**src/rtl/key_pkg.sv**
```systemverilog
// Shared definitions for the key click decoder: FSM state encodings,
// click-count codes and the default timing constants.
package key_pkg;

   // Decoder FSM states: waiting for a first press, or collecting a group
   typedef enum logic {
      ST_IDLE = 1'b0,
      ST_WAIT = 1'b1
   } state_t;

   // Click-count codes carried on evt_clicks
   localparam logic [1:0] CLK_NONE   = 2'd0;
   localparam logic [1:0] CLK_SINGLE = 2'd1;
   localparam logic [1:0] CLK_DOUBLE = 2'd2;
   localparam logic [1:0] CLK_TRIPLE = 2'd3;

   // Window timer width and default inter-click window (300 ms at 50 MHz),
   // written in the same style as the debounce stage's MAX constant
   localparam int          KEY_CNT_W  = 24;
   localparam logic [23:0] KEY_WINDOW = 24'd15_000_000;

endpackage

```
**src/rtl/click_window_timer.sv**
```systemverilog
// Inter-click window timer. Counts enabled cycles since the last clear and
// flags the cycle in which the count reaches WINDOW-1.
module click_window_timer
   import key_pkg::*;
#(
   parameter int               CNT_W  = KEY_CNT_W,
   parameter logic [CNT_W-1:0] WINDOW = KEY_WINDOW
) (
   input  logic clk,
   input  logic rst,
   input  logic clear,
   input  logic en,
   output logic expired
);

   localparam logic [CNT_W-1:0] LAST = WINDOW - CNT_W'(1);

   logic [CNT_W-1:0] count;

   assign expired = en && (count == LAST);

   // Window counter: restarts on clear or on expiry so it can never wrap
   always_ff @(posedge clk) begin
      if (!rst) begin
         count <= '0;
      end else if (clear || expired) begin
         count <= '0;
      end else if (en) begin
         count <= count + CNT_W'(1);
      end
   end

endmodule

```
**src/rtl/key_click_decoder.sv**
```systemverilog
// Groups debounced press pulses into single/double/triple click events.
// A group ends either on the third press or when no press arrives within
// WINDOW cycles of the previous one; each group yields one registered
// one-cycle event strobe.
module key_click_decoder
   import key_pkg::*;
#(
   parameter int               CNT_W  = KEY_CNT_W,
   parameter logic [CNT_W-1:0] WINDOW = KEY_WINDOW
) (
   input  logic       clk,
   input  logic       rst,
   input  logic       key_pulse,
   output logic       evt_valid,
   output logic [1:0] evt_clicks,
   output logic       single_click,
   output logic       double_click,
   output logic       triple_click,
   output logic       busy
);

   state_t     state;
   state_t     state_next;
   logic [1:0] count;
   logic [1:0] count_next;
   logic       emit;
   logic [1:0] emit_clicks;
   logic       timer_en;
   logic       timer_clear;
   logic       expired;

   // The timer only runs while collecting and no press arrives; a press
   // (or being idle) restarts it, so a press always beats a timeout
   assign timer_en    = (state == ST_WAIT) && !key_pulse;
   assign timer_clear = !timer_en;

   click_window_timer #(
      .CNT_W  (CNT_W),
      .WINDOW (WINDOW)
   ) u_timer (
      .clk     (clk),
      .rst     (rst),
      .clear   (timer_clear),
      .en      (timer_en),
      .expired (expired)
   );

   // Next-state logic: count presses, close the group on the third press
   // or on window expiry, and decide what event to emit at this edge
   always_comb begin
      state_next  = state;
      count_next  = count;
      emit        = 1'b0;
      emit_clicks = CLK_NONE;
      case (state)
         ST_IDLE: begin
            if (key_pulse) begin
               state_next = ST_WAIT;
               count_next = 2'd1;
            end
         end
         ST_WAIT: begin
            if (key_pulse && (count == 2'd2)) begin
               emit        = 1'b1;
               emit_clicks = CLK_TRIPLE;
               state_next  = ST_IDLE;
               count_next  = 2'd0;
            end else if (key_pulse) begin
               count_next = count + 2'd1;
            end else if (expired) begin
               emit        = 1'b1;
               emit_clicks = count;
               state_next  = ST_IDLE;
               count_next  = 2'd0;
            end
         end
         default: begin
            state_next = ST_IDLE;
            count_next = 2'd0;
         end
      endcase
   end

   // State register and registered event outputs; reset drops any group
   always_ff @(posedge clk) begin
      if (!rst) begin
         state        <= ST_IDLE;
         count        <= 2'd0;
         evt_valid    <= 1'b0;
         evt_clicks   <= CLK_NONE;
         single_click <= 1'b0;
         double_click <= 1'b0;
         triple_click <= 1'b0;
         busy         <= 1'b0;
      end else begin
         state        <= state_next;
         count        <= count_next;
         evt_valid    <= emit;
         evt_clicks   <= emit_clicks;
         single_click <= emit && (emit_clicks == CLK_SINGLE);
         double_click <= emit && (emit_clicks == CLK_DOUBLE);
         triple_click <= emit && (emit_clicks == CLK_TRIPLE);
         busy         <= (state_next == ST_WAIT);
      end
   end

endmodule

```
**config.mk**
```make
export PLATFORM = sky130hd
export DESIGN_NAME = key_click_decoder
export DESIGN_NICKNAME = d
export VERILOG_FILES = /design/src/rtl/key_pkg.sv /design/src/rtl/click_window_timer.sv /design/src/rtl/key_click_decoder.sv
export SDC_FILE = /design/constraint.sdc
export NUM_CORES = 1
export LEC_CHECK = 0
export CAP_MARGIN = 0
export CORE_MARGIN = 3
export CORE_UTILIZATION = 60
export CTS_CLUSTER_DIAMETER = 40
export CTS_CLUSTER_SIZE = 40
export DETAILED_ROUTE_END_ITERATION = 8
export GPL_TIMING_DRIVEN = 0
export PLACE_DENSITY = 0.9
export SYNTH_ARGS = -nofsm -noshare
export SYNTH_HDL_FRONTEND = slang
export SYNTH_SLANG_ARGS = --single-unit
```
**constraint.sdc**
```tcl
create_clock -name clk -period 5.3 [get_ports clk]
set_input_delay 1.06 -clock clk [delete_from_list [all_inputs] [get_ports clk]]
set_output_delay 1.06 -clock clk [all_outputs]
set_load 0.02 [all_outputs]
```
# ---- Word level (Yosys, flattened, before mapping)
# Cells that the tools add are included.
dict set report word_totals {
  reg_bits 33
  in_bits 3
  out_inout_bits 7
  elab_cells 48
}
dict set report classes {
  addsub 2
  eq_ne 7
  muxes 18
  n_bitwise 2
  reduce_logical 11
}
# operator count
set ops {}
lappend ops {{$add 24x1->24 const B} 1}
lappend ops {{$eq 24x24->1 const B} 1}
lappend ops {{$mux 2} 8}
lappend ops {{$mux 1} 8}
lappend ops {{$eq 2x2->1 const B} 3}
lappend ops {{$logic_and 1x1->1} 6}
lappend ops {{$ne 4x2->1 const B} 1}
lappend ops {{$pmux 2 s2} 1}
lappend ops {{$add 2x1->2 const B} 1}
lappend ops {{$eq 2x1->1 const B} 1}
lappend ops {{$logic_not 1->1} 2}
lappend ops {{$ne 2x2->1 const B} 1}
lappend ops {{$not 1->1} 2}
lappend ops {{$pmux 1 s2} 1}
lappend ops {{$reduce_and 2->1} 1}
lappend ops {{$reduce_or 2->1} 1}
lappend ops {{$logic_or 1x1->1} 1}

# ---- Logic depth before layout (Yosys ltp)
dict set report depth {
  word_depth 9
  ltp_mapped 7
  mapped_depth_nobuf 5
}

# ---- Hierarchy
# Synthesis repeated with hierarchy kept, for this count alone.
dict set report unflattened {
  hier_cells 178
  hier_area_um2 1592.8
}
# mod instances cells_per_inst area_per_inst_um2 seq_area_each_um2
set by_module_without_submodules {}
lappend by_module_without_submodules {click_window_timer 1 140 1206.2 480.5}
lappend by_module_without_submodules {key_click_decoder 1 38 386.6 180.2}

# ---- Worst setup path before layout
# No wires, ideal clock.
dict set report synth_timing {
  kind {in2reg}
  start {input key_pulse}
  end {register u_timer.count[21]}
  setup_ns 0.070
  t_arrival_ns 2.433
  required_time_ns 5.230
  path_slack_ns 2.797
  path_stages 4
  n_path_buf 0
  path_cell_list {or2b_1 > or4_4 > or4_1 > a21oi_1}
}
dict set report synth_via {
  elab_chain_len 5
  word_cells_on_any_way 6
  classes_between {reduce/logical (6)}
}
# element line_no
set synth_rtl {}
lappend synth_rtl {{start: declaration} key_click_decoder.sv:13} ;# input logic key_pulse,
lappend synth_rtl {{$logic_not 1->1 (*)} key_click_decoder.sv:34} ;# assign timer_en = (state == ST_WAIT) && !key_pulse;
lappend synth_rtl {{$logic_and 1x1->1 (*)} key_click_decoder.sv:34}
lappend synth_rtl {{$logic_not 1->1 or $logic_and 1x1->1 (tied branches)} {key_click_decoder.sv:35, click_window_timer.sv:20}}
lappend synth_rtl {{$logic_or 1x1->1} click_window_timer.sv:26} ;# end else if (clear || expired) begin
lappend synth_rtl {{$reduce_or 2->1 (no source line)} --}
lappend synth_rtl {{end signal: assignment} click_window_timer.sv:29} ;# count <= count + CNT_W'(1);
lappend synth_rtl {{end: declaration} click_window_timer.sv:18} ;# logic [CNT_W-1:0] count;
# Every way passes the cells marked *; elsewhere a longest branch is shown, timed or not.
# A chain may end at the register's enable or synchronous reset.

# ---- Worst setup path in the final report
dict set report layout_timing {
  start {input key_pulse}
  end {register u_timer.count[17]}
}
# The elaborated chain is that of the path after synthesis.

==> qor.yml <==
clocking:
  cts_buffers: 5
  cts_hold_buf: 0
  clk_pin_slew_ns: 0.10
  cts_resized: 0
  clock_sinks: 33
  clock-root-buffer: "clkbuf_4"
  htreeDepth: 2
  cts_tree: "built"
  clk_latency_ns: 0.33
  cts_setup_buffers: 0
  clk_path_buf_depth: 2
outcome:
  status: "completed"
route:
  drt_iter0_drc: 70
  wl_per_cell_um: 15.2
  drt-pass1-iter-count: 4
  vias: 1450
  routed_wl_um: 3480
  drc_errors: 0
  vias_per_cell: 6.33
  ant_nets: 0
worst_setup_path:
  worstPathRequired_ns: 5.57
  r2r-end: "u_timer.count[16]"
  start_kind: "input port"
  r2r-start: "u_timer.count[0]"
  r2r_cells: 6
  worstPathArrival_ns: 3.04
  critPathKind: "in2reg"
  r2r_slack_ns: 3.27
  cp_max_fo: 10
  endpoint_kind: "flip-flop"
power_and_ir_drop:
  p_sw_mw: 0.0942
  max-vdd-ir-drop_v: 0.000220
  power_mw: 0.401
  p_sw_share_pct: 23.5
  p_leak_nw: 0.554
  seq_power_share_pct: 62.6
  p_comb_share_pct: 3.9
  p_int_mw: 0.307
  clockPowerShare_pct: 33.4
  power_density_nw_per_um2: 227
timing:
  finalCritPeriodShare_pct: 52.2
  worst_slack_ns: 2.53
  period_minus_slack_ns: 2.77
  hold_violations: 0
  max_slew_margin_pct: 67.2
  worst_pin_slew_ns: 0.489
  tns_ns: 0
  max_freq_mhz: 361
  slew_violations: 0
  fin_skew_ns: 0.00461
  hold_ws_ns: 0.471
  rsz0062_at_grt: "no"
  setup_viol: 0
worst_hold_path:
  min_from: "u_timer.count[0]"
  holdPathStages: 1
  hold_path_end: "u_timer.count[0]"
  hp-class: "reg2reg"
logic_synthesis:
  syn_avg_cell_area_um2: 8.72
  synth_ff_type: "dfxtp_1"
  synth_edf_count: 0
  ys_ff_latch: 33
  syn-instance-count: 182
  synth-compound-area-share_pct: 14.4
  yosysTopAreaCellShare_pct: 41.6
  synth_top_family_by_area: "simple AND/OR/NAND/NOR gates"
  ys_seq_area_share_pct: 41.6
  synthAdderAreaFrac_pct: 1.58
  synth-simple-area-share_pct: 32.3
  yosys.area_share.xor_xnor_pct: 5.52
  syn_nets: 187
  yosysUniqueCellTypes: 45
  synth_top_cell_by_area: "dfxtp_1"
  syn_area_um2: 1590
  async_reset_ff_share_pct: 0
  synthMuxAreaShare_pct: 0
  ys_top_cells_by_area: "dfxtp_1 42%, a21oi_1 5.0%, nand3_1 3.8%, or3_1 3.5%, xnor2_1 3.3%"
  ys_warn_count: 0
place:
  dp_hpwl_um: 2490
  placedInstanceArea_um2: 1710
  place_ws_ns: 2.19
  dp_cells: 221
  port_buffers: 9
  gp_congestion: 0.879
grt:
  antenna_found_initial: 0
  grt.total_usage_pct: 23.8
  grt_max_degree: 11
  grt_pass1_wl_um: 6010
  first_global_vias: 1353
  grt_remaining_overflow: 0
final_layout:
  mostFrequentLayoutCell: "dfxtp_1"
  area_growth_syn_to_layout_pct: 11.3
  final_cell_mix: "33 x dfxtp_1, 16 x a21oi_1, 13 x nor2_1"
  fin_util_pct: 70.6
  drive_above_1_share_pct: 11.6
  n_antenna_cell: 0
  fin_area_um2: 1770
  final_nets: 203
  fillers: 209
  fin_cells: 229
floorplan:
  start_util_pct: 63.5
  die_h_um: 57.4
  rows: 18
  ios: 10
  core_area_um2: 2500
  dieArea_um2: 3300
  dieWidth_um: 57.4
run:
  cap_violations: 0
-- synth_stat cells (2+ instances only) --
master    instances
or3_1             9
o21a_1            2
nand3_1          12
o21ai_0           9
inv_1             4
ha_1              2
xnor2_1           6
nand4b_1          2
nor3_1            2
a21oi_1          16
or4_1             4
xor2_1            4
buf_4             2
and4_1            2
and2_1            2
o31ai_1           5
buf_2             3
nor4_1            4
clkbuf_1          3
and3_1            3
nand2_1          12
dfxtp_1          33
nand4_1           6
nor2_1           13
or3_2             2
-- power groups by stage --
stage,Combinational [mW],Sequential (mW),Clock (mW)
5_1_grt,0.0175,0.252,0.149
4_1_cts,0.0158,0.251,0.138
3_3_place_gp,0.0150,0.257,0
6_report,0.0158,0.251,0.134
2_1_floorplan,0.00935,0.257,0
3_5_place_dp,0.0157,0.257,0
-- state kept, by name (all words and copies together) (netlist names) --
register,cells
count,2
double_click,1
triple_click,1
evt_valid,1
state,1
evt_clicks,2
single_click,1
u_timer.count,24
-- kinds of logic (layout without fill, tap and decap cells) --
group,count (synthesis),count (layout)
AND/OR/NAND/NOR,85,85
AO/OA/AOI/OAI,38,38
flip-flops,33,33
buffers and inverters,14,31
XOR/XNOR,10,10
adder cells (fa/ha/maj),2,2
-- metal layers --
metal	up-vias	track usage, %	wire length (µm)
met3	5	7.92	189
met4	0	9.27	37
li1	708	-	-
met5	-	0	0
met2	34	38.5	1770
met1	703	29.0	1480
-- critical path, cell delays in order --
cell and delay (ns):
clkdlybuf4s50_1 0.47, or2b_1 0.29, or4_4 0.57, buf_4 0.19, or3_1 0.30, a21oi_1 0.15
-- how the worst max path moves through the flow --
stage	startpoint	to	depth (start not counted)
floorplan	key_pulse	u_timer.count[21]	4
global placement	key_pulse	u_timer.count[13]	6
detailed placement	key_pulse	u_timer.count[17]	6
CTS	key_pulse	u_timer.count[17]	6
global route	key_pulse	u_timer.count[17]	6
finish	key_pulse	u_timer.count[17]	6
-- cell type report --
cell class                      count  area [µm²]  area share, %
Buffer                             10        57.6           3.26
Clock buffer                        6        41.3           2.34
Clock inverter                      2        10.0          0.567
Inverter                            4        15.0          0.850
Multi-Input combinational cell    135         853           48.3
Sequential cell                    33         661           37.4
Tap cell                           30        37.5           2.13
Timing Repair Buffer                9        90.1           5.10
No activity file was read; power rests on OpenSTA's default activity.
